## src/rtl/sipo_rx.sv

```systemverilog
// sipo_rx: MSB-first serial-to-parallel receive stage.
// Reassembles words from a qualified serial stream and presents them on a held
// parallel register with a valid/ready handshake. It also flags framing resyncs
// and dropped words.
// Optional feature: define SIPO_PARITY_EN to expect one trailing even-parity bit
// per word. parity_err then reports the parity check result for the word in dout.
// All registers update on the falling clock edge, the same edge as the upstream shifter.
module sipo_rx #(
  parameter int WIDTH = 8
) (
  input  logic             clk,
  input  logic             rst,
  input  logic             sin,
  input  logic             sin_en,
  input  logic             start,
  output logic [WIDTH-1:0] dout,
  output logic             dout_valid,
  input  logic             dout_ready,
  output logic             busy,
  output logic             overrun,
  output logic             frame_err,
  output logic             parity_err
);

`ifdef SIPO_PARITY_EN
  localparam int N = WIDTH + 1;   // data bits plus trailing parity bit
`else
  localparam int N = WIDTH;
`endif
  localparam int CW = $clog2(WIDTH + 2);
  // Count value held just before the final bit of a word is accepted.
  localparam logic [CW-1:0] LAST = CW'(N - 1);

  typedef enum logic [0:0] {
    IDLE  = 1'b0,
    SHIFT = 1'b1
  } state_t;

  state_t          state;
  logic [CW-1:0]   cnt;
  // Only the N-1 most recent bits need storing; the incoming bit completes the word.
  logic [N-2:0]    sr;
  logic [N-1:0]    sr_next;
  logic [WIDTH-1:0] word;
  logic            take;

`ifdef SIPO_PARITY_EN
  // Reduction XOR over data and parity bits; 1 means the even-parity check failed.
  function automatic logic parity_fail(input logic [N-1:0] v);
    return ^v;
  endfunction
`endif

  // Assemble the candidate word from stored bits plus the bit on sin this cycle.
  always_comb begin
    sr_next = {sr, sin};
`ifdef SIPO_PARITY_EN
    word = sr_next[N-1:1];
`else
    word = sr_next;
`endif
    // A finished word may load dout if the slot is empty or is being drained now.
    take = !dout_valid || dout_ready;
  end

`ifndef SIPO_PARITY_EN
  assign parity_err = 1'b0;
`endif

  // Receive control: bit capture, resync, word completion, handshake and status flags.
  always_ff @(negedge clk) begin
    if (rst) begin
      state      <= IDLE;
      cnt        <= {CW{1'b0}};
      sr         <= {(N-1){1'b0}};
      dout       <= {WIDTH{1'b0}};
      dout_valid <= 1'b0;
      busy       <= 1'b0;
      overrun    <= 1'b0;
      frame_err  <= 1'b0;
`ifdef SIPO_PARITY_EN
      parity_err <= 1'b0;
`endif
    end else begin
      frame_err <= 1'b0;
      // Consumer drains the held word; a completion below may reload it in the same edge.
      if (dout_valid && dout_ready) begin
        dout_valid <= 1'b0;
`ifdef SIPO_PARITY_EN
        parity_err <= 1'b0;
`endif
      end
      if (sin_en) begin
        case (state)
          IDLE: begin
            // Bits without start are ignored while idle.
            if (start) begin
              sr    <= {{(N-2){1'b0}}, sin};
              cnt   <= CW'(1);
              state <= SHIFT;
              busy  <= 1'b1;
            end
          end
          SHIFT: begin
            if (start) begin
              // Start mid-word: drop the partial word and restart from this bit.
              frame_err <= 1'b1;
              sr        <= {{(N-2){1'b0}}, sin};
              cnt       <= CW'(1);
            end else if (cnt == LAST) begin
              sr    <= sr_next[N-2:0];
              cnt   <= {CW{1'b0}};
              state <= IDLE;
              busy  <= 1'b0;
              if (take) begin
                dout       <= word;
                dout_valid <= 1'b1;
`ifdef SIPO_PARITY_EN
                parity_err <= parity_fail(sr_next);
`endif
              end else begin
                overrun <= 1'b1;
              end
            end else begin
              sr  <= sr_next[N-2:0];
              cnt <= cnt + CW'(1);
            end
          end
          default: begin
            state <= IDLE;
            cnt   <= {CW{1'b0}};
            busy  <= 1'b0;
          end
        endcase
      end
    end
  end

endmodule

```

## config.mk

```make
export PLATFORM = sky130hd
export DESIGN_NAME = sipo_rx
export DESIGN_NICKNAME = d
export VERILOG_FILES = /design/src/rtl/sipo_rx.sv
export SDC_FILE = /design/constraint.sdc
export NUM_CORES = 1
export LEC_CHECK = 0
export ABC_CLOCK_PERIOD_IN_PS = 1440
export BUFFER_PORTS_ARGS = -buffer_cell sky130_fd_sc_hd__buf_2
export CAP_MARGIN = 0
export CELL_PAD_IN_SITES_DETAIL_PLACEMENT = 1
export CELL_PAD_IN_SITES_GLOBAL_PLACEMENT = 1
export CORE_MARGIN = 5
export CORE_UTILIZATION = 42
export CTS_BUF_LIST = sky130_fd_sc_hd__clkbuf_2
export CTS_CLUSTER_SIZE = 20
export DETAILED_ROUTE_END_ITERATION = 8
export GPL_TIMING_DRIVEN = 0
export PLACE_DENSITY = 0.9
export SLEW_MARGIN = 5
export SYNTH_ARGS = -nofsm -noshare
export SYNTH_HDL_FRONTEND = slang
export SYNTH_SLANG_ARGS = --single-unit
```

## constraint.sdc

```tcl
create_clock -name clk -period 1.44 [get_ports clk]
set_input_delay 0.144 -clock clk [delete_from_list [all_inputs] [get_ports clk]]
set_output_delay 0.144 -clock clk [all_outputs]
set_load 0.05 [all_outputs]
```

==> results.toml <==
[synthesis]
synth_cell_types = 29
synth_area_sq_um = 1020
yosys_warnings = 0
yosys.area.top_type = "dfxtp_1"
synth_seq_area_share_pct = 47.2
synth_cells = 106
synth.top_cell.area_share_pct = 47.2
synth_seq_cells = 24
syn_avg_cell_area_sq_um = 9.60
synthTopCellsByArea = "dfxtp_1 47%, nand2b_1 9.8%, mux2i_1 8.9%"
syn-num-nets = 113

[routing]
vias = 1024
viasPerCell = 5.57
ant_nets = 0
wl_per_cell_microns = 18.4
drcViolationCount = 0
drtIter0Drc = 40
wl_microns = 3390
drt_pass1_iterations = 4

[timing]
hold_viol = 0
finalSetupViolations = 14
slew_viol_final = 0
setup_slack_ps = -397
rsz0062_at_grt = "yes"
finClkSkew_ps = 53.2

[status]
violations = "setup timing"
run_status = "finished, violations left"

[die]
core_area_sq_um = 2250
dieArea_sq_um = 3510
start_util_pct = 45.1
fp.dieW_microns = 59.2
rows = 17
io-pin-count = 19
die_h_microns = 59.2

[grt]
antenna_found_initial = 0
grt_pass1_vias = 1184
grt_max_degree = 13
track_usage_pct = 21.4
grt_pass1_wl_microns = 5570
overflow = 0

[finish]
synthToLayoutAreaGrowth_pct = 44.9
final_cells = 184
final_common_cell = "inv_1"
nFillCells = 265
stdcell_area_sq_um = 1470
drive_above_1_share_pct = 34.0
diodes = 0
final_util_pct = 65.4
most-common-layout-cells = "25 x inv_1, 16 x nand2b_1, 13 x buf_8, 13 x dfxtp_2"
layout.nets = 165

[setup_path]
cpPeakStageDelay_ps = 370
crit_family = "flip-flops"
cp.required_ps = 1300
worst-path-buf-inv = 1
critPathLaunchType = "register"
cp_max_fo = 2
critPathArrivalTime_ps = 1690
cp-end-kind = "primary output"
crit_type = "register to primary output"
crit_chain = "buf_8"
cp_slowest_cell = "dfxtp_2"

[hold_path]
min-delay-path-class = "register to register"

[clocking]
cts_inserted_buffers = 3
clk_latency_ps = 460
holdBufCountCts = 0
clock-root-buffer = "clkbuf_2"
clkSinkCount = 24
htreeDepth = 1
cts_tree = "yes"
clk_pin_slew_ps = 90
clock_path_buffers = 2

[place]
preCtsSetupSlack_ps = -459
dp_hpwl_microns = 1650
dp_cells = 150
dpl_cell_area_sq_um = 1150
io_buffer_count = 16
place_congestion = 0.853

[power_and_ir_drop]
p_per_area_nw_per_um2 = 953
vdd_drop_max_mv = 0.656
p_leak_nw = 0.662

[flow_run]
cap_violations = 0
## flip-flops by register name, indices dropped and copies added, names as in the netlist
signal / count
dout: 8
sr: 7
cnt: 4
busy: 1
dout_valid: 1
frame_err: 1
overrun: 1
state: 1
## report_power, final
group	leakage (nW)	total [mW]	switching (mW)	internal, mW
combinational	0.321	0.118	0.0664	0.0514
sequential	0.201	0.682	0.0103	0.672
clock	0.140	0.605	0.460	0.144
total	0.662	1.40	0.537	0.868
## kinds of logic after synthesis
group / share of synthesized area [%]
and+or+nand+nor: 22.0
DFF: 47.2
AOI/OAI and AO/OA: 14.5
buffers and inverters: 5.78
muxes: 8.86
adders and majority gates: 1.23
other: 0.369
## synthesized netlist by cell type
cell / number
or3_1: 1
dfxtp_1: 24
o32ai_1: 1
a22oi_1: 6
ha_1: 1
o21ai_0: 2
nor3b_1: 1
a41oi_1: 1
nor2b_1: 2
and4_1: 1
inv_1: 2
conb_1: 1
mux2i_1: 9
a31oi_1: 3
a311oi_1: 1
nand4_1: 1
a21oi_1: 5
o21ai_1: 1
nor2_1: 10
o21ba_2: 1
buf_2: 2
buf_4: 1
nand2b_1: 16
and3b_1: 3
nand3b_1: 1
nand2_1: 3
clkbuf_1: 3
a211oi_1: 1
buf_6: 2
## worst min-delay path, stage by stage, from the launching register on
cell      delay, ps
dfxtp_2         330
nand2b_1         60
mux2i_1          60
## cell type report
class / count / area, sq um / area share [%]
flip-flops and latches: 24 / 500 / 34.0
multi-input cells: 72 / 497 / 33.7
repair buffers: 24 / 267 / 18.1
clock inverters: 24 / 90.1 / 6.11
plain buffers: 8 / 66.3 / 4.50
well taps: 28 / 35.0 / 2.38
clock buffers: 3 / 15.0 / 1.02
inverters: 1 / 3.75 / 0.255
## metal layers
| layer | global-route usage [%] | wire length [microns] |
|---|---|---|
| met1 | 21.3 | 1350 |
| met2 | 37.0 | 1810 |
| met3 | 7.84 | 140 |
| met4 | 13.6 | 86 |
| met5 | 0 | 0 |
## metrics by stage
stage	hold slack [ps]	power, mW	TNS (ps)
after floorplan	463	0.871	-3550
after global placement	441	0.894	-7240
after detailed placement	456	0.898	-8040
after CTS	487	1.37	-4030
after global routing	519	1.51	-4940
final	490	1.40	-4150
## repair_timing
item / in CTS / in global routing
gates cloned: 0 / 0
pin swaps: 2 / 2
hold endpoints to repair: 0 / 0
endpoints found under the setup margin: 20 / 24
setup buffers: 6 / 2
gates resized for setup: 49 / 5
## worst paths after layout
check | endpoint | depth (start not counted) | start | slack, ps
max reg2reg | dout[6] | 5 | cnt[0] | 40
min reg2reg | dout[0] | 2 | dout[0] | 490
max | dout[3] | 1 | dout[3] | -400
min | dout[0] | 2 | dout[0] | 490
No activity file was read; power rests on OpenSTA's default activity.
